[src/rtl/wc_pkg.sv]
// Shared types and constants for the window/cursor command controller.
package wc_pkg;

  typedef enum logic [2:0] {
    CMD_UP    = 3'd0,
    CMD_DOWN  = 3'd1,
    CMD_LEFT  = 3'd2,
    CMD_RIGHT = 3'd3,
    CMD_ZIN   = 3'd4,
    CMD_ZOUT  = 3'd5,
    CMD_MODE  = 3'd6
  } cmd_e;

  typedef enum logic [1:0] {
    ST_IDLE    = 2'd0,
    ST_ISSUE   = 2'd1,
    ST_HOLD    = 2'd2,
    ST_RELEASE = 2'd3
  } state_e;

  typedef struct packed {
    logic move_mode;
    logic zoom_out;
    logic zoom_in;
    logic move_right;
    logic move_left;
    logic move_down;
    logic move_up;
  } wc_cmds_t;

  localparam int         CNT_W        = 26;
  localparam logic [2:0] WC_MIN_LOG2  = 3'd2;
  localparam logic [2:0] WC_MAX_LOG2  = 3'd7;
  localparam logic [2:0] WC_INIT_LOG2 = 3'd3;

  function automatic cmd_e lowest_cmd(input logic [6:0] req);
    cmd_e sel;
    sel = CMD_UP;
    for (int i = 6; i >= 0; i--) begin
      if (req[i]) sel = cmd_e'(3'(i));
    end
    return sel;
  endfunction

  function automatic logic is_move(input cmd_e c);
    return c inside {CMD_UP, CMD_DOWN, CMD_LEFT, CMD_RIGHT};
  endfunction

  function automatic logic is_zoom(input cmd_e c);
    return c inside {CMD_ZIN, CMD_ZOUT};
  endfunction

endpackage

[src/rtl/wc_repeat_timer.sv]
// Auto-repeat down-counter: loads a period, decrements while enabled and
// flags the cycle in which the count reaches zero.
module wc_repeat_timer
  import wc_pkg::*;
(
  input  logic             clk,
  input  logic             rst,
  input  logic             load_i,
  input  logic [CNT_W-1:0] load_val_i,
  input  logic             dec_i,
  output logic             expire_o
);

  logic [CNT_W-1:0] cnt_q;
  logic [CNT_W-1:0] cnt_d;

  always_comb begin
    cnt_d = cnt_q;
    if (load_i) begin
      cnt_d = load_val_i;
    end else if (dec_i && cnt_q != '0) begin
      cnt_d = cnt_q - CNT_W'(1);
    end
  end

  always_ff @(posedge clk) begin
    if (rst) begin
      cnt_q <= '0;
    end else begin
      cnt_q <= cnt_d;
    end
  end

  // Expires on the decrement that lands on zero, so the repeat period is exact.
  assign expire_o = dec_i && (cnt_q <= CNT_W'(1));

endmodule

[src/rtl/wc_cmd_ctrl.sv]
// Window/cursor command sequencer: arbitrates buttons and keyboard into one
// pulse per cycle. Define WC_CMD_CTRL_STATS_EN to add drop/grant counters.
module wc_cmd_ctrl
  import wc_pkg::*;
#(
  parameter logic [CNT_W-1:0] REPEAT_DLY = 26'd25_000_000,
  parameter logic [CNT_W-1:0] REPEAT_PER = 26'd5_000_000,
  parameter logic [2:0]       MIN_LOG2   = WC_MIN_LOG2,
  parameter logic [2:0]       MAX_LOG2   = WC_MAX_LOG2,
  parameter logic [2:0]       INIT_LOG2  = WC_INIT_LOG2
) (
  input  logic       clk,
  input  logic       rst,
  input  logic       run_mode,
  input  logic [6:0] btn_req,
  input  logic       kbd_valid,
  input  logic [2:0] kbd_cmd,
  output wc_cmds_t   wc_cmds,
  output logic [7:0] win_numCells,
  output logic [2:0] zoom_lvl,
  output logic       busy
`ifdef WC_CMD_CTRL_STATS_EN
  ,
  output logic [7:0]  drop_cnt,
  output logic [15:0] grant_cnt
`endif
);

  state_e     state_q, state_d;
  cmd_e       cmd_sel_q, cmd_sel_d;
  cmd_e       pend_cmd_q, pend_cmd_d;
  logic       pend_vld_q, pend_vld_d;
  logic       first_q, first_d;
  logic [5:0] pulse_q, pulse_d;
  logic       mode_q, mode_d;
  logic [2:0] zoom_q, zoom_d;

  logic       zoom_pulse_on;
  logic       kbd_grant;
  logic       fsm_grant;
  logic       gnt;
  cmd_e       gnt_cmd;
  logic       clamp;
  logic       kbd_drop;
  logic       timer_load;
  logic       timer_dec;
  logic       timer_expire;

  // A zoom on the output has not yet updated zoom_q, so zoom grants wait a cycle.
  assign zoom_pulse_on = pulse_q[CMD_ZIN] | pulse_q[CMD_ZOUT];
  assign kbd_grant     = pend_vld_q && !(is_zoom(pend_cmd_q) && zoom_pulse_on);
  assign fsm_grant     = (state_q == ST_ISSUE) && !pend_vld_q &&
                         !(is_zoom(cmd_sel_q) && zoom_pulse_on);
  assign gnt           = kbd_grant | fsm_grant;
  assign gnt_cmd       = kbd_grant ? pend_cmd_q : cmd_sel_q;

  always_ff @(posedge clk) begin
    if (rst) begin
      state_q <= ST_IDLE;
    end else begin
      state_q <= state_d;
    end
  end

  always_comb begin
    state_d = state_q;
    case (state_q)
      ST_IDLE: begin
        if (btn_req != 7'd0) state_d = ST_ISSUE;
      end
      ST_ISSUE: begin
        if (fsm_grant) state_d = is_move(cmd_sel_q) ? ST_HOLD : ST_RELEASE;
      end
      ST_HOLD: begin
        if (!btn_req[cmd_sel_q]) state_d = ST_RELEASE;
        else if (timer_expire)   state_d = ST_ISSUE;
      end
      ST_RELEASE: begin
        if (btn_req == 7'd0) state_d = ST_IDLE;
      end
      default: state_d = ST_IDLE;
    endcase
  end

  always_comb begin
    pulse_d = '0;
    mode_d  = mode_q;
    clamp   = 1'b0;
    zoom_d  = zoom_q;
    if (pulse_q[CMD_ZIN]) begin
      zoom_d = zoom_q - 3'd1;
    end else if (pulse_q[CMD_ZOUT]) begin
      zoom_d = zoom_q + 3'd1;
    end
    if (gnt) begin
      case (gnt_cmd)
        CMD_UP:    pulse_d[CMD_UP]    = 1'b1;
        CMD_DOWN:  pulse_d[CMD_DOWN]  = 1'b1;
        CMD_LEFT:  pulse_d[CMD_LEFT]  = 1'b1;
        CMD_RIGHT: pulse_d[CMD_RIGHT] = 1'b1;
        CMD_ZIN: begin
          if (zoom_q == MIN_LOG2) clamp = 1'b1;
          else                    pulse_d[CMD_ZIN] = 1'b1;
        end
        CMD_ZOUT: begin
          if (zoom_q == MAX_LOG2) clamp = 1'b1;
          else                    pulse_d[CMD_ZOUT] = 1'b1;
        end
        CMD_MODE: begin
          if (!run_mode) mode_d = ~mode_q;
        end
        default: ;
      endcase
    end

    pend_vld_d = pend_vld_q & ~kbd_grant;
    pend_cmd_d = pend_cmd_q;
    kbd_drop   = 1'b0;
    if (kbd_valid && kbd_cmd != 3'd7) begin
      if (pend_vld_q) begin
        kbd_drop = 1'b1;
      end else begin
        pend_vld_d = 1'b1;
        pend_cmd_d = cmd_e'(kbd_cmd);
      end
    end

    cmd_sel_d = cmd_sel_q;
    first_d   = first_q;
    if (state_q == ST_IDLE && btn_req != 7'd0) begin
      cmd_sel_d = lowest_cmd(btn_req);
      first_d   = 1'b1;
    end else if (fsm_grant) begin
      first_d = 1'b0;
    end

    timer_load = fsm_grant && is_move(cmd_sel_q);
    timer_dec  = (state_q == ST_HOLD);
  end

  always_ff @(posedge clk) begin
    if (rst) begin
      cmd_sel_q  <= CMD_UP;
      pend_cmd_q <= CMD_UP;
      pend_vld_q <= 1'b0;
      first_q    <= 1'b0;
      pulse_q    <= '0;
      mode_q     <= 1'b0;
      zoom_q     <= INIT_LOG2;
    end else begin
      cmd_sel_q  <= cmd_sel_d;
      pend_cmd_q <= pend_cmd_d;
      pend_vld_q <= pend_vld_d;
      first_q    <= first_d;
      pulse_q    <= pulse_d;
      mode_q     <= mode_d;
      zoom_q     <= zoom_d;
    end
  end

  wc_repeat_timer u_timer (
    .clk        (clk),
    .rst        (rst),
    .load_i     (timer_load),
    .load_val_i (first_q ? REPEAT_DLY : REPEAT_PER),
    .dec_i      (timer_dec),
    .expire_o   (timer_expire)
  );

  assign wc_cmds      = wc_cmds_t'({run_mode | mode_q, pulse_q});
  assign win_numCells = 8'd1 << zoom_q;
  assign zoom_lvl     = zoom_q;
  assign busy         = (state_q != ST_IDLE) || pend_vld_q;

`ifdef WC_CMD_CTRL_STATS_EN
  logic [7:0]  drop_q;
  logic [15:0] grant_q;
  logic [8:0]  drop_sum;

  assign drop_sum = 9'(drop_q) + 9'(kbd_drop) + 9'(clamp);

  always_ff @(posedge clk) begin
    if (rst) begin
      drop_q  <= '0;
      grant_q <= '0;
    end else begin
      drop_q  <= (drop_sum > 9'd255) ? 8'hFF : drop_sum[7:0];
      grant_q <= grant_q + 16'(|pulse_d);
    end
  end

  assign drop_cnt  = drop_q;
  assign grant_cnt = grant_q;
`else
  logic stats_unused;
  assign stats_unused = kbd_drop ^ clamp;
`endif

endmodule

[config.mk]
export PLATFORM = sky130hd
export DESIGN_NAME = wc_cmd_ctrl
export DESIGN_NICKNAME = d
export VERILOG_FILES = /design/src/rtl/wc_pkg.sv /design/src/rtl/wc_repeat_timer.sv /design/src/rtl/wc_cmd_ctrl.sv
export SDC_FILE = /design/constraint.sdc
export NUM_CORES = 1
export LEC_CHECK = 0
export ABC_CLOCK_PERIOD_IN_PS = 3580
export CAP_MARGIN = 20
export CORE_MARGIN = 2
export CORE_UTILIZATION = 55
export CTS_BUF_LIST = sky130_fd_sc_hd__clkbuf_4 sky130_fd_sc_hd__clkbuf_8
export CTS_CLUSTER_SIZE = 10
export DETAILED_ROUTE_END_ITERATION = 7
export HOLD_SLACK_MARGIN = 0.15
export PLACE_DENSITY = 0.8
export SYNTH_ARGS = -nofsm -noshare
export SYNTH_HDL_FRONTEND = slang
export SYNTH_SLANG_ARGS = --single-unit
[constraint.sdc]
create_clock -name clk -period 3.58 [get_ports clk]
set_input_delay 0.716 -clock clk [delete_from_list [all_inputs] [get_ports clk]]
set_output_delay 0.716 -clock clk [all_outputs]
set_load 0.02 [all_outputs]
==> run summary, run 1 <==
In the final layout, the share of cells above drive strength 1 is 0.102. Yosys mapped the design onto 54 distinct sky130hd cell types. The number of cells on the worst reg-to-reg path is 8. The maximum clock rate is around 380 MHz. The clock tree synthesis step divided the H-tree into 2 levels. The number of buffer cells added on primary ports came out at 32. The via count came out at approximately 2.2k.

Summed over all instances, the cell type with the most area after synthesis is sky130_fd_sc_hd__dfxtp_1. The final critical-path share of the clock period is 0.745. The number of vias per cell is between 5 and 6. Setup violations remaining at the end of the flow were counted as 0. The initial cell density of the core is 0.574. The origin of the critical flop-to-flop path is u_timer.cnt_q[0]. In this run the critical register-to-register path is captured at u_timer.cnt_q[16]. The number of core rows is 24. The signal arrival time at the worst endpoint is slightly below 2 ns. The cell sitting at the root of the clock tree is a sky130_fd_sc_hd__clkbuf_8. In this run the tightest slew margin relative to its limit is 0.564.

The worst hold path passes through 2 cells. The post-synthesis net count is between 300 and 400. The start point of the worst hold path is u_timer.cnt_q[15]. The buffer levels on the longest clock path is 2. The number of CTS-inserted buffers came out at 5.

The setup skew after layout came out at around 0.0067 ns. The kind of end point of the critical path is an output port. Setup repair after global routing left no endpoint under its margin.

The final net count came out at 340. The post-synthesis cell area is 0.00252 mm2. The number of nets still failing antenna checks after routing is 0. The proportion of synthesized chip area in sequential cells is 0.366. The clock period minus final worst setup slack came out at roughly 2.7 ns.

TritonCTS built the clock tree. The number of hold violations in the final report came out at 0. In the synthesized netlist the dominant register cell turns out to be sky130_fd_sc_hd__dfxtp_1. The cell that appears most often on the critical path is sky130_fd_sc_hd__clkdlybuf4s50_1. During I/O placement, the number of pins put on the boundary was 33. Detailed placement finished with a half-perimeter wire length of approximately 4000 um. The largest single stage delay on the critical path is around 0.54 ns. After clock tree synthesis, the clock-pin slew on the worst setup and hold paths is roughly 0.09 ns. The type of the tightest min-delay check is reg2reg. The top cell types in the final layout, fill and taps aside, are 46 x sky130_fd_sc_hd__dfxtp_1, 35 x sky130_fd_sc_hd__nor2_1, 32 x sky130_fd_sc_hd__clkdlybuf4s50_1, 25 x sky130_fd_sc_hd__a21oi_1, 21 x sky130_fd_sc_hd__xnor2_1. The layout overhead on the synthesized area came out at 19.6%. The share of synthesized area in the top cell type comes to 0.366.

The count of yosys warnings during synthesis came out at 0. Post-CTS timing repair inserted 0 buffers for setup. Across the run, the number of max-cap violations was 0. The post-synthesis area per instance is 8.57 um2. The worst hold endpoint is u_timer.cnt_q[15]. The count of fill cells added during filler insertion is between 300 and 400. The setup TNS is 0 ns. The total DRC errors in the routed layout came out at 0. The floorplan step defined a core boundary enclosing ~0.0044 mm2. Traced cell by cell, the critical path runs through clkdlybuf4s50_1 -> or2_2 -> clkdlybuf4s50_1.

The power density of the placed cells is ~870 mW/mm2. In the post-synthesis netlist, the biggest area contributors are sky130_fd_sc_hd__dfxtp_1 37%, sky130_fd_sc_hd__xnor2_1 7.3%, sky130_fd_sc_hd__nor2_1 5.2%. The maximum vdd drop came out at ~0.00041 V.

The horizontal die dimension came out at approximately 72 um. The total number of clock tree sinks came out at 46. The setup path with the least slack is of type in2out. The floorplan step set the die height to between 70 and 80 um. The number of global-route vias before repair was 2,058. At the pin with the least slew margin, the transition time is ~0.65 ns. The static leakage power is 1.07 nW. Hold repair after CTS inserted 0 buffers.

The number of DRC markers in iteration 0 came out at ~110. The wire length of the first global-routing pass came out at roughly 9400 um. The total wire length came out at about 5500 um. The largest fanout on the critical path is 2. The remaining global-route overflow came out at 0. The cell count after synthesis came out at 294. The pin count of the biggest net entering global routing is 18. Counting flops with a built-in enable in the synthesized netlist gives 0.

The number of max-slew violations in the final report came out at 0. The number of iterations in the first detailed-routing pass is 4. The number of antenna violations at the first check in global routing came out at 0. The run finished with clean final reports. The slowest library cell on the worst path is sky130_fd_sc_hd__clkdlybuf4s50_1. The aggregate global-route resource usage came out at 0.227.

The worst setup path is launched from an input port. The area of the die is 0.00514 mm2. The flop-to-flop setup slack is slightly below 1 ns. The total inserted antenna cells is 0.

The worst endpoint required time is about 2.9 ns. In this run, synthesis produced a sequential element count of 46. Leaving out fill and tap cells, the most frequent cell in the layout is sky130_fd_sc_hd__dfxtp_1. The completed layout was analyzed and its total power is 2.62 mW. The fraction of synthesis flops using an asynchronous set or reset pin came out at 0.

The count of cells resized by post-cts repair is 0. Routability-driven placement finished with a final weighted congestion of around 0.84. The clock reaches the later pin of the worst-skew pair after about 0.29 ns. The per-cell routed wire length is between 10 and 15 um.
-- routing by layer --
layer,part of all wire,wire length [um],track usage
met5,0,0,0
met3,0.037,206,0.0309
met4,0.0076,42,0.0734
met1,0.47,2600,0.296
met2,0.48,2660,0.388
-- state kept, by name, indices dropped and copies added (netlist names) --
register and cells:
pend_vld_q 1, cmd_sel_q 3, pulse_q 6, mode_q 1
state_q 2, u_timer.cnt_q 26, first_q 1, zoom_lvl 3
pend_cmd_q 3
-- synthesized netlist by cell type (3+ instances only) --
cell                       number
sky130_fd_sc_hd__dfxtp_1       46
sky130_fd_sc_hd__nor2_1        35
sky130_fd_sc_hd__a21oi_1       25
sky130_fd_sc_hd__xnor2_1       21
sky130_fd_sc_hd__nor3_1        16
sky130_fd_sc_hd__or3_1         12
sky130_fd_sc_hd__inv_1         11
sky130_fd_sc_hd__nand2_1       11
sky130_fd_sc_hd__a211oi_1      10
sky130_fd_sc_hd__clkbuf_1      10
sky130_fd_sc_hd__nand2b_1      10
sky130_fd_sc_hd__nor4_2         7
sky130_fd_sc_hd__nor4_1         5
sky130_fd_sc_hd__o21ai_0        5
sky130_fd_sc_hd__or2_2          5
sky130_fd_sc_hd__or4_1          5
sky130_fd_sc_hd__a31oi_1        4
sky130_fd_sc_hd__and3_1         4
sky130_fd_sc_hd__buf_2          3
sky130_fd_sc_hd__mux2i_1        3
-- worst max path at each step --
| stage | startpoint | to | slack [ns] | cells past startpoint |
|---|---|---|---|---|
| final | run_mode | wc_cmds[6] | 0.91 | 3 |
| after global routing | u_timer.cnt_q[1] | u_timer.cnt_q[18] | 0.82 | 8 |
| after CTS | run_mode | wc_cmds[6] | 0.91 | 3 |
| after detailed placement | run_mode | wc_cmds[6] | 0.92 | 3 |
| after global placement | run_mode | wc_cmds[6] | 0.93 | 3 |
| after floorplan | u_timer.cnt_q[0] | u_timer.cnt_q[12] | 1.26 | 8 |
-- power by group --
part	switching (mW)	leakage, nW	total, mW	internal [mW]
logic	0.770	0.625	1.32	0.554
clock network	0.175	0.0714	0.473	0.298
registers	0.172	0.377	0.827	0.655
-- kinds of logic after synthesis --
family / after synthesis / share of synthesized area
compound gates: 65 / 0.171
buf+inv: 25 / 0.0417
xor+xnor: 22 / 0.0765
flops: 46 / 0.366
mux: 6 / 0.0253
simple gates: 127 / 0.302
fa+ha+maj: 3 / 0.0179
-- area by class of cell --
cell class              instances  area [um2]  share of cell area
multi-input cells             223        1490               0.495
flip-flops and latches         46         921               0.306
repair buffers                 36         350               0.116
clock buffers                   6        82.6              0.0274
well taps                      52        65.1              0.0216
clock inverters                 2        60.1              0.0199
inverters                      11        41.3              0.0137
-- worst max-delay path: cells and delay by family --
| kind | cells | cell delay, ns |
|---|---|---|
| and+or+nand+nor | 1 | 0.28 |
| buffers and inverters | 2 | 0.96 |
-- metrics by stage --
stage           util  std cells  setup WS [ns]  instance area [um2]  hold WS (ns)
4_1_cts        0.687        376          0.914                 3010         0.470
2_1_floorplan      -        294           1.26                 2520         0.437
3_5_place_dp   0.655        368          0.923                 2870         0.459
6_report       0.687        376          0.914                 3010         0.477
5_1_grt        0.687        376          0.821                 3010         0.503
3_3_place_gp   0.655        368          0.929                 2870         0.453
No activity file was read; power rests on OpenSTA's default activity.
==> run 2, diff against run 1 <==
--- a/config.mk
+++ b/config.mk
@@ -5,15 +5,15 @@
 export SDC_FILE = /design/constraint.sdc
 export NUM_CORES = 1
 export LEC_CHECK = 0
-export ABC_CLOCK_PERIOD_IN_PS = 3580
+export ABC_CLOCK_PERIOD_IN_PS = 2200
 export CAP_MARGIN = 20
 export CORE_MARGIN = 2
-export CORE_UTILIZATION = 55
+export CORE_UTILIZATION = 51
 export CTS_BUF_LIST = sky130_fd_sc_hd__clkbuf_4 sky130_fd_sc_hd__clkbuf_8
 export CTS_CLUSTER_SIZE = 10
 export DETAILED_ROUTE_END_ITERATION = 7
 export HOLD_SLACK_MARGIN = 0.15
-export PLACE_DENSITY = 0.8
+export PLACE_DENSITY = 0.78
 export SYNTH_ARGS = -nofsm -noshare
 export SYNTH_HDL_FRONTEND = slang
 export SYNTH_SLANG_ARGS = --single-unit
==> constraint.sdc (replaced) <==
create_clock -name clk -period 2.2 [get_ports clk]
set_input_delay 0.44 -clock clk [delete_from_list [all_inputs] [get_ports clk]]
set_output_delay 0.44 -clock clk [all_outputs]
set_load 0.02 [all_outputs]
==> run 2 against run 1 <==
- count of clock-buffer cells in the layout unchanged
- non-clock buffer count up 27
- clock skew up 0.0012 ns
- core utilization up 0.28 points
- wire length up 5.1%
- power up 81%
- register-to-register slack worse by 0.94 ns
- sequential power up 58%
- clock power up 35%
- critical path depth unchanged
- global-route usage down 0.78 points
- worst hold slack better by 0.019 ns
- critical endpoint is now busy
- highest routed layer unchanged
==> run summary, run 2 (synthesis gave the netlist of run 1 again) <==
Run status: finished clean (unchanged). The clock insertion delay at the later pin of the skew report came out at 0.30 ns (was 0.29 ns). The setup skew after layout is 0.00791 ns (was 0.00669 ns). The number of CTS-inserted buffers was 5 (unchanged). The final net count was 367 (was 340). The worst endpoint required time came out at 1.76 ns (was 2.86 ns). The most common cell after layout, fill and taps aside is sky130_fd_sc_hd__dfxtp_1 (unchanged). The total inserted antenna cells is 0 (unchanged). The final critical-path share of the clock period is 0.980. The kind of end point of the critical path is an output port (unchanged). The transition time at the pin with the least slew margin came out at 0.509 ns (was 0.649 ns). The y dimension of the die came out at 74.3 um (was 71.7 um). The total non-filler cell area in the finished layout is 0.00328 mm2 (was 0.00301 mm2). The per-cell routed wire length is 13.9 um (was 14.7 um). The register clock-pin slew on the reported worst setup and hold paths came to 0.09 ns (about the same). The via count came to 2,326 (was 2,200). The count of final setup violators was 0 (unchanged). The class of the most critical setup path is reg2out (was in2out). The initial cell density of the core came out at 0.530 (was 0.574). The post-placement cell area came out at 0.00307 mm2 (was 0.00287 mm2). The CTS tree is done (unchanged). The number of hold violations in the final report is 0 (unchanged). The total DRC errors in the routed layout is 0 (unchanged).

The instance count after placement with tap cells included came to 406 (was 368). The pin count of the biggest net entering global routing is 15 (was 18). The number of vias per cell is 5.56 (was 5.85). Setup repair after global routing missed its margin: yes (was no).

The most flop-heavy register is u_timer.cnt_q (unchanged). The number of max-slew violations in the final report came out at 0 (unchanged). The flip-flop count of the largest register after layout is 26 (unchanged). The clock period minus final worst setup slack came out at 2.16 ns. The power spent charging and discharging nets was 1.99 mW (was 1.12 mW).

The power density of the placed cells is 1450 mW/mm2 (was 871 mW/mm2). Top flop regs: u_timer.cnt_q (26), pulse_q (6) (unchanged). The setup TNS was 0 ns (unchanged).

The internal portion of total power is 2.75 mW (was 1.51 mW). The horizontal die dimension is 74.3 um (was 71.7 um). The buffer levels on the longest clock path came out at 2 (unchanged).

The type of the tightest min-delay check is reg2reg (unchanged). The number of core rows is 25 (was 24). The number of iterations in the first detailed-routing pass is 4 (unchanged).

The buffer type at the clock tree root is sky130_fd_sc_hd__clkbuf_8 (unchanged). The post-DP HPWL is 4130 um (was 3990 um). The static leakage power came out at 1.21 nW (was 1.07 nW). The count of boundary I/O pins came out at 33 (unchanged).

The number of global-route vias before repair came out at 2,073 (was 2,058). The hold-fix buffer count after cts was 0 (unchanged). The clock share of power is 0.134 (was 0.180). The layout overhead on the synthesized area was 30.3% (was 19.6%). The sequential group share of total power came out at 0.275 (was 0.315). The number of nets still failing antenna checks after routing came out at 0 (unchanged). The count of maximum capacitance violations is 0 (unchanged).

The final instance count without filler cells is 418 (was 376). The number of DRC markers in iteration 0 came out at 68 (was 112). The aggregate global-route resource usage is 0.219 (was 0.227). The total wire length came out at 5790 um (was 5510 um). The area of the placeable core is 0.00475 mm2 (was 0.00438 mm2). The wire length of the first global-routing pass is 9340 um (was 9380 um).

The routability congestion estimate from global placement was 0.847 (was 0.838). The hold slack came to 0.495 ns (was 0.477 ns). The count of fill cells added during filler insertion came out at 394 (was 360). The number of H-tree branching levels was 2 (unchanged). The total number of clock tree sinks came out at 46 (unchanged). The logic gate share of total power came out at 0.590 (was 0.505).

The number of buffer cells added on primary ports came out at 32 (unchanged). The largest fanout on the critical path came out at 6 (was 2). The maximum clock rate came out at ~460 MHz. The maximum vdd drop came out at 0.000625 V (was 0.000411 V).

The number of antenna violations at the first check in global routing is 0 (unchanged). The switching share of power is 0.419 (was 0.426). The ratio of cells with drive above 1 in the final layout is 0.199 (was 0.102).

The startpoint class of the critical path is a flip-flop (was input port). The relative slew slack is 0.652 (was 0.564). The remaining global-route overflow is 0 (unchanged). Most frequent cells in the layout: 44 x sky130_fd_sc_hd__dfxtp_1, 35 x sky130_fd_sc_hd__nor2_1, 30 x sky130_fd_sc_hd__clkdlybuf4s50_1, 28 x sky130_fd_sc_hd__buf_4, 24 x sky130_fd_sc_hd__a21oi_1 (was 46 x sky130_fd_sc_hd__dfxtp_1, 35 x sky130_fd_sc_hd__nor2_1, 32 x sky130_fd_sc_hd__clkdlybuf4s50_1, 25 x sky130_fd_sc_hd__a21oi_1, 21 x sky130_fd_sc_hd__xnor2_1). The area of the die is 0.00552 mm2 (was 0.00514 mm2). The signal arrival time at the worst endpoint came out at 1.72 ns (was 1.95 ns).
==> run 2: changes by cell type in the layout (fill, tap and decap cells not counted), sizes merged <==
cell / delta
bufinv: -1
clkinvlp: +1
buf: +27
dlygate4sd2: +1
clkdlybuf4s50: -2
dlymetal6s2s: +1
==> run 2: metal layers <==
metal,track usage,up-vias,share of wire
li1,-,1175,-
met1,0.278,1092,0.45
met2,0.373,50,0.50
met3,0.0501,9,0.038
met4,0.0675,0,0.014
met5,0,-,0
==> run 2: path summary, 6_finish.rpt <==
check                           slack (ns)           endpoint         startpoint  cells after the start
worst max-delay path                  0.04               busy         state_q[0]                      3
worst min-delay path                  0.50  u_timer.cnt_q[15]  u_timer.cnt_q[15]                      2
worst max register to register        0.05  u_timer.cnt_q[18]   u_timer.cnt_q[8]                      5
worst min register to register        0.50  u_timer.cnt_q[15]  u_timer.cnt_q[15]                      2
==> run 2: timing repair <==
action,CTS,global route
pin swaps,0,2
setup endpoints to repair,1,16
buffers inserted,0,4
gates resized for setup,1,14
==> run 2: critical path, stage by stage (launching register included) <==
cell and delay (ns):
sky130_fd_sc_hd__dfxtp_1 0.34, sky130_fd_sc_hd__buf_4 0.16, sky130_fd_sc_hd__or3_1 0.37, sky130_fd_sc_hd__clkdlybuf4s50_1 0.54
==> run 2: cell type report <==
class | count | area (um2) | area share
Inverter | 11 | 41.3 | 0.0126
Clock buffer | 6 | 76.3 | 0.0233
Tap cell | 67 | 83.8 | 0.0256
Timing Repair Buffer | 63 | 574 | 0.175
Multi-Input combinational cell | 223 | 1540 | 0.471
Clock inverter | 2 | 37.5 | 0.0114
Sequential cell | 46 | 923 | 0.281
==> run 2: power by group through the flow <==
| stage | clock network (mW) | registers (mW) | logic, mW |
|---|---|---|---|
| floorplan | 0 | 1.28 | 1.74 |
| global route | 0.680 | 1.34 | 3.05 |
| detailed placement | 0 | 1.31 | 2.42 |
| finish | 0.637 | 1.31 | 2.80 |
| global placement | 0 | 1.30 | 2.39 |
| CTS | 0.647 | 1.29 | 2.44 |
==> run 2: metrics by stage <==
stage               total power [mW]   util  worst slack (ns)
global placement                3.69  0.645            0.0599
detailed placement              3.74  0.645            0.0160
floorplan                       3.02      -          -0.00785
finish                          4.74  0.690            0.0439
global route                    5.07  0.690           -0.0637
CTS                             4.38  0.669           0.00526
==> run 3, diff against run 2 <==
--- a/config.mk
+++ b/config.mk
@@ -7,13 +7,14 @@
 export LEC_CHECK = 0
 export ABC_CLOCK_PERIOD_IN_PS = 2200
 export CAP_MARGIN = 20
+export CELL_PAD_IN_SITES_DETAIL_PLACEMENT = 1
+export CELL_PAD_IN_SITES_GLOBAL_PLACEMENT = 1
 export CORE_MARGIN = 2
-export CORE_UTILIZATION = 51
-export CTS_BUF_LIST = sky130_fd_sc_hd__clkbuf_4 sky130_fd_sc_hd__clkbuf_8
+export CORE_UTILIZATION = 37
 export CTS_CLUSTER_SIZE = 10
 export DETAILED_ROUTE_END_ITERATION = 7
 export HOLD_SLACK_MARGIN = 0.15
-export PLACE_DENSITY = 0.78
+export PLACE_DENSITY_LB_ADDON = 0.1
 export SYNTH_ARGS = -nofsm -noshare
 export SYNTH_HDL_FRONTEND = slang
 export SYNTH_SLANG_ARGS = --single-unit
==> run 3 against run 2 <==
- clock power barely moved
- power shrank 0.37%
- worst hold slack lost 0.015 ns
- die area rose by 36%
- sequential cell count is the same
- worst setup slack better by 0.032 ns
- cell count increased by 4.5%
- via count rose by 1.9%
- critical path type is now reg2reg
- largest power group unchanged
- highest routed layer unchanged
==> run summary, run 3 (synthesis gave the netlist of run 1 again) <==
Run status: finished clean (unchanged). The hold slack came out at 0.480 ns (was 0.495 ns). The largest fanout on the critical path came out at 9 (was 6). The power spent charging and discharging nets is 2.02 mW (was 1.99 mW).

The class of the most critical setup path is reg2reg (was reg2out). The number of CTS-inserted buffers is 5 (unchanged). The sequential group share of total power came out at 0.278 (was 0.275). The origin of the critical flop-to-flop path is u_timer.cnt_q[1] (was u_timer.cnt_q[8]). The amount of wire on met3 after detailed routing came out at 140 um (was 221 um). The number of vias per cell came out at 5.42 (was 5.56). The switching share of power was 0.427 (was 0.419).

The count of boundary I/O pins is 33 (unchanged). The area of the placeable core is 0.00668 mm2 (was 0.00475 mm2). The total wire length came out at 6870 um (was 5790 um). The count of maximum capacitance violations came out at 0 (unchanged). The start point of the worst hold path is u_timer.cnt_q[15] (unchanged). The register clock-pin slew on the reported worst setup and hold paths came out at 0.09 ns (about the same). The count of final setup violators came to 0 (unchanged).

The highest cell delay on the worst timing path is 0.47 ns (was 0.54 ns). The CTS tree is done (unchanged). The number of max-slew violations in the final report is 0 (unchanged). The internal portion of total power came out at 2.71 mW (was 2.75 mW). The register area came to 922 um2 (was 923 um2). The flip-flop count of the largest register after layout came out at 26 (unchanged).

The signal arrival time at the worst endpoint came out at 2.30 ns (was 1.72 ns). The clock insertion delay at the later pin of the skew report is 0.30 ns (about the same). The power density of the placed cells is 1430 mW/mm2 (was 1450 mW/mm2). The number of nets still failing antenna checks after routing came out at 0 (unchanged).

The ratio of cells with drive above 1 in the final layout came out at 0.199 (about the same). The hold-fix buffer count after cts is 0 (unchanged). Setup repair after global routing missed its margin: yes (unchanged). The flop-to-flop setup slack came to 0.08 ns (was 0.05 ns). The number of iterations in the first detailed-routing pass came out at 4 (unchanged).

The uppermost metal layer occupied by signal nets was met4 (unchanged). The post-DP HPWL came to 5260 um (was 4130 um). The slowest library cell on the worst path is sky130_fd_sc_hd__or4b_4 (was sky130_fd_sc_hd__clkdlybuf4s50_1). Most frequent cells in the layout: 45 x sky130_fd_sc_hd__dfxtp_1, 37 x sky130_fd_sc_hd__buf_4, 35 x sky130_fd_sc_hd__nor2_1, 28 x sky130_fd_sc_hd__clkdlybuf4s50_1, 25 x sky130_fd_sc_hd__a21oi_1 (was 44 x sky130_fd_sc_hd__dfxtp_1, 35 x sky130_fd_sc_hd__nor2_1, 30 x sky130_fd_sc_hd__clkdlybuf4s50_1, 28 x sky130_fd_sc_hd__buf_4, 24 x sky130_fd_sc_hd__a21oi_1).

The total inserted antenna cells is 0 (unchanged). The routability congestion estimate from global placement came to 0.772 (was 0.847). The y dimension of the die is 86.5 um (was 74.3 um).

Critical path cell sequence: inv_1 -> ha_2 -> or4b_4 -> nor4_4 -> buf_4 -> a21o_1 -> or3_1 -> a31oi_1 (was buf_4 -> or3_1 -> clkdlybuf4s50_1). The wire length of the first global-routing pass came out at 11,600 um (was 9340 um). The relative slew slack came out at 0.669 (was 0.652).

The critical path startpoint is u_timer.cnt_q[1] (was state_q[0]). The number of DRC markers in iteration 0 is 101 (was 68). The aggregate global-route resource usage is 0.194 (was 0.219). The clock period minus final worst setup slack is 2.12 ns (was 2.16 ns). The pre-CTS setup slack is -0.000732 ns (was 0.0160 ns).

The worst endpoint required time was 2.38 ns (was 1.76 ns). The horizontal die dimension is 86.5 um (was 74.3 um). The most common cell after layout, fill and taps aside is sky130_fd_sc_hd__dfxtp_1 (unchanged). The pin count of the biggest net entering global routing is 15 (unchanged). The number of core rows came to 30 (was 25).

The maximum vdd drop came to 0.000467 V (was 0.000625 V). The total DRC errors in the routed layout came out at 0 (unchanged). The maximum clock rate is 471 MHz (was 464 MHz). The number of antenna violations at the first check in global routing came out at 0 (unchanged). The routed metal-1 wire length came out at 3180 um (was 2580 um). The clock share of power came to 0.135 (was 0.134). The via count was 2,370 (was 2,326).

The number of global-route vias before repair is 2,423 (was 2,073). The layout overhead on the synthesized area is 30.9% (was 30.3%). The count of fill cells added during filler insertion came out at 818 (was 394). The total number of clock tree sinks came to 46 (unchanged). The type of the tightest min-delay check is reg2reg (unchanged).

The startpoint class of the critical path was a flip-flop (unchanged). The buffer levels on the longest clock path is 2 (unchanged). The number of buffer cells added on primary ports was 32 (unchanged).

The buffer type at the clock tree root is sky130_fd_sc_hd__clkbuf_8 (unchanged). The area of the die came out at 0.00748 mm2 (was 0.00552 mm2). The remaining global-route overflow came to 0 (unchanged). The most flop-heavy register is u_timer.cnt_q (unchanged). The per-cell routed wire length came out at 15.7 um (was 13.9 um). The final worst-path setup slack came to 0.0758 ns (was 0.0439 ns). The number of hold violations in the final report is 0 (unchanged). The transition time at the pin with the least slew margin came to 0.484 ns (was 0.509 ns). The static leakage power is 1.25 nW (was 1.21 nW). The detailed-routed wire length on met2 came out at 3510 um (was 2910 um). Top flop regs: u_timer.cnt_q (26), pulse_q (6) (unchanged). The final net count is 373 (was 367).

The setup skew after layout was 0.00552 ns (was 0.00791 ns). The logic gate share of total power came out at 0.587 (was 0.590). The setup TNS is 0 ns (unchanged). The kind of end point of the critical path is a flip-flop (was output port). The number of H-tree branching levels is 2 (unchanged). The initial cell density of the core came to 0.377 (was 0.530). The footprint of the multi-input gates came out at 0.00152 mm2 (was 0.00154 mm2). The final critical-path share of the clock period came out at 0.966 (was 0.980).
## run 3: cell types whose count changed in the layout (fill, tap and decap cells not counted), sizes merged
cell           change
dlymetal6s2s       +2
clkdlybuf4s50      -2
buf                +6
## run 3: power by group through the flow
stage | sequential [mW] | clock [mW] | combinational [mW]
2_1_floorplan | 1.28 | 0 | 1.74
3_3_place_gp | 1.31 | 0 | 2.52
3_5_place_dp | 1.33 | 0 | 2.56
4_1_cts | 1.31 | 0.650 | 2.59
5_1_grt | 1.35 | 0.694 | 3.05
6_report | 1.31 | 0.637 | 2.78
## run 3: worst paths after layout
path / to / depth (start not counted)
setup / recovery: u_timer.cnt_q[13] / 8
hold / removal: u_timer.cnt_q[15] / 2
setup reg to reg: u_timer.cnt_q[13] / 8
hold reg to reg: u_timer.cnt_q[15] / 2
## run 3: final cells by class
cell class,count,area share
inverter,11,0.0125
clock inverter,2,0.0114
timing repair buffer,69,0.183
clock buffer,6,0.0220
tap,80,0.0304
multi-input combinational,223,0.461
sequential,46,0.280
## run 3: routing by layer
| layer | GRT usage | vias up |
|---|---|---|
| met2 | 0.346 | 21 |
| met1 | 0.246 | 1159 |
| li1 | - | 1186 |
| met4 | 0.0284 | 0 |
| met5 | 0 | - |
| met3 | 0.0400 | 4 |
## run 3: timing repair
action,in CTS,in global routing
setup buffers,0,5
endpoints found under the hold margin,0,0
pin swaps,1,0
endpoints found under the setup margin,5,12
gates cloned,0,0
gates resized for setup,3,6
## run 3: critical path, delay by kind of cell (launching register included)
family | cells | cell delay [ns]
and+or+nand+nor | 3 | 0.88
DFF | 1 | 0.33
buffers and inverters | 2 | 0.32
AOI/OAI and AO/OA | 2 | 0.30
adders and majority gates | 1 | 0.18
## run 3: per-stage QoR
stage          instances   util  cell area (um2)  total power, mW
2_1_floorplan        294      -             2530             3.02
3_3_place_gp         424  0.467             3120             3.83
3_5_place_dp         424  0.467             3120             3.89
4_1_cts              432  0.484             3240             4.55
5_1_grt              437  0.493             3300             5.10
6_report             437  0.493             3300             4.72
==> edit, RTL diff (config.mk and constraints of run 2) <==
Encoding of `state_e`: now one-hot (4 bits for 4 states).
--- a/src/rtl/wc_pkg.sv
+++ b/src/rtl/wc_pkg.sv
@@ -12,9 +12,9 @@
   } cmd_e;
 
-  typedef enum logic [1:0] {
-    ST_IDLE    = 2'd0,
-    ST_ISSUE   = 2'd1,
-    ST_HOLD    = 2'd2,
-    ST_RELEASE = 2'd3
+  typedef enum logic [3:0] {
+    ST_IDLE    = 4'b0001,
+    ST_ISSUE   = 4'b0010,
+    ST_HOLD    = 4'b0100,
+    ST_RELEASE = 4'b1000
   } state_e;
 
Behaviour: no difference found for any inputs over 4 cycles, from zero or initial values and one cycle with rst high; so few cycles prove little.
==> edit against run 2 <==
Count of clock-buffer cells in the layout is the same. Worst hold slack gained 0.019 ns. Sequential cell count grew 2. Cell count grew 8.9%. Setup slack lost 0.035 ns. Routed wire length grew 17%. Sequential share of layout area shrank 0.89 points. Design area grew 7.7%. Synthesized area grew 3.5%. Critical endpoint is now u_timer.cnt_q[17]. Register-to-register slack lost 0.04 ns.
Power is not compared: it rests on default switching activity, and its combinational part moved more than twofold at a synthesized area within 25%.
==> edit: results (changes against run 2) <==
* Post-synth cell types at 59 (+9.3%)
* Min-Delay Path Class: register to register
* Synth async-reset ratio at 0 (unchanged)
* CTS Buffer Depth at 2 (unchanged)
* Biggest regs: u_timer.cnt_q x26, pulse_q x6, state_q x4
* DR iter-0 viols at 139 (+100%)
* WL final at 6760 µm (+17%)
* Global placer's final weighted congestion at 0.870 (+2.8%)
* H-tree depth at 2 (unchanged)
* Worst-path fanout max at 5 (-1)
* Static Leak at 1.44 nW
* Pre-CTS setup slack at -0.447 ns (-0.463 ns)
* Fraction of layout cells with a size suffix above 1 at 0.236 (+0.0369)
* Critical path arrival at 2.43 ns (+0.71 ns)
* Crit share post-route at 0.996 (+0.0161)
* Reg2reg path depth at 5 (unchanged)
* Pint at 1.85 mW
* RR Startpoint: state_q[1]
* DP Wirelength at 4820 µm (+17%)
* Worst-Skew Late Latency at 0.29 ns
* Slowest cell on the critical path: or4b_4
* Synth area leaders: dfxtp_1 (37%), or3_1 (4.1%), a21oi_1 (3.5%), nand2_1 (3.5%), or4_1 (3.5%)
* Slew HR at 0.672 (+0.0203)
* Pre-antenna DRT Iters at 4 (unchanged)
* CP peak stage delay at 0.56 ns (+0.02 ns)
* CTS clk-pin slew, worst paths at 0.09 ns (about the same)
* Maximum vdd drop at 0.585 mV
* Number of global-route vias before repair at 2355 (+14%)
* Status: finished, final reports clean
* Fin Clk Skew at 0.00950 ns (+0.00160 ns)
* Yosys warns at 0 (unchanged)
* Antenna violations before repair at 0 (unchanged)
* CP endpoint: u_timer.cnt_q[17]
* Crit-path leading delay family: simple AND/OR/NAND/NOR gates
* Seq/Total Area, Yosys at 0.369 (+0.00308)
* N_diodes at 0 (unchanged)
* NumNets Final at 401 (+9.3%)
* First-pass GRT wire length at 10400 µm (+12%)
* IO Port Bufs at 32 (unchanged)
* CTS hold repair buffers at 0 (unchanged)
* Crit path kind: register to register
* All-layer global routing usage at 0.237 (+0.0177)
* Fin. max-slew vios at 0 (unchanged)
* Synthesized Nets at 321 (+3.2%)
* Post-synth top cells: dfxtp_1 (48), nand2_1 (24), nor2_1 (23)
* Via density at 5.84 (+4.9%)
* Root Driver: clkbuf_8
* Hold path start: u_timer.cnt_q[23]
* TritonCTS Buffers at 5 (unchanged)
* Largest net degree at the start of global routing at 24 (+9)
## edit: how the worst min path moves through the flow
stage,endpoint,slack [ns],depth (start not counted)
2_1_floorplan,u_timer.cnt_q[13],0.46,2
6_report,u_timer.cnt_q[23],0.51,2
5_1_grt,u_timer.cnt_q[23],0.53,2
3_5_place_dp,u_timer.cnt_q[15],0.50,2
3_3_place_gp,u_timer.cnt_q[15],0.48,2
4_1_cts,u_timer.cnt_q[13],0.51,2
## edit: what timing repair did
item,in CTS,in global routing
resized for setup,5,13
endpoints found under the setup margin,11,21
pin swaps,1,4
setup buffers,0,2
endpoints found under the hold margin,0,0
## edit: logic make-up (layout without fill, tap and decap cells)
| family | count (synthesis) | after routing | share of synthesized area |
|---|---|---|---|
| AND/OR/NAND/NOR | 139 | 139 | 0.311 |
| AO/OA/AOI/OAI | 81 | 81 | 0.219 |
| buffers and inverters | 19 | 100 | 0.0312 |
| XOR/XNOR | 5 | 5 | 0.0168 |
| adder cells (fa/ha/maj) | 3 | 3 | 0.0173 |
| multiplexers | 9 | 9 | 0.0360 |
| flip-flops | 48 | 48 | 0.369 |
## edit: cell type report
cell class	count	area, µm²
Multi-Input combinational cell	237	1610
Clock buffer	6	82.6
Sequential cell	48	963
Fill cell	416	1480
Tap cell	70	87.6
Inverter	9	33.8
Clock inverter	2	38.8
Timing Repair Buffer	83	717
## edit: power by group through the flow
stage	combinational, mW	clock, mW	sequential [mW]
after global routing	1.23	0.716	1.07
after global placement	1.05	0	1.06
final	1.13	0.656	1.05
after CTS	1.10	0.673	1.05
after detailed placement	1.07	0	1.07
after floorplan	0.635	0	1.05
## edit: through the flow
step | utilization | instances | hold WS, ns | area, µm² | setup TNS [ns]
4_1_cts | 0.694 | 453 | 0.507 | 3480 | 0
3_3_place_gp | 0.666 | 445 | 0.484 | 3330 | -0.982
3_5_place_dp | 0.666 | 445 | 0.496 | 3330 | -1.52
2_1_floorplan | - | 304 | 0.461 | 2610 | 0
5_1_grt | 0.706 | 455 | 0.529 | 3530 | -0.0930
6_report | 0.706 | 455 | 0.514 | 3530 | 0
## edit: routing by layer
| metal | track usage | vias to the layer above | wire length (µm) |
|---|---|---|---|
| li1 | - | 1337 | - |
| met1 | 0.296 | 1229 | 2890 |
| met2 | 0.413 | 80 | 3370 |
| met3 | 0.0489 | 10 | 378 |
| met4 | 0.0682 | 0 | 116 |
| met5 | 0 | - | 0 |
## edit: worst reg2reg max path, delay by kind of cell, from the launching register on
kind | cells | cell delay, ns
flip-flops | 1 | 0.33
AO/OA/AOI/OAI | 1 | 0.14
AND/OR/NAND/NOR | 4 | 1.66
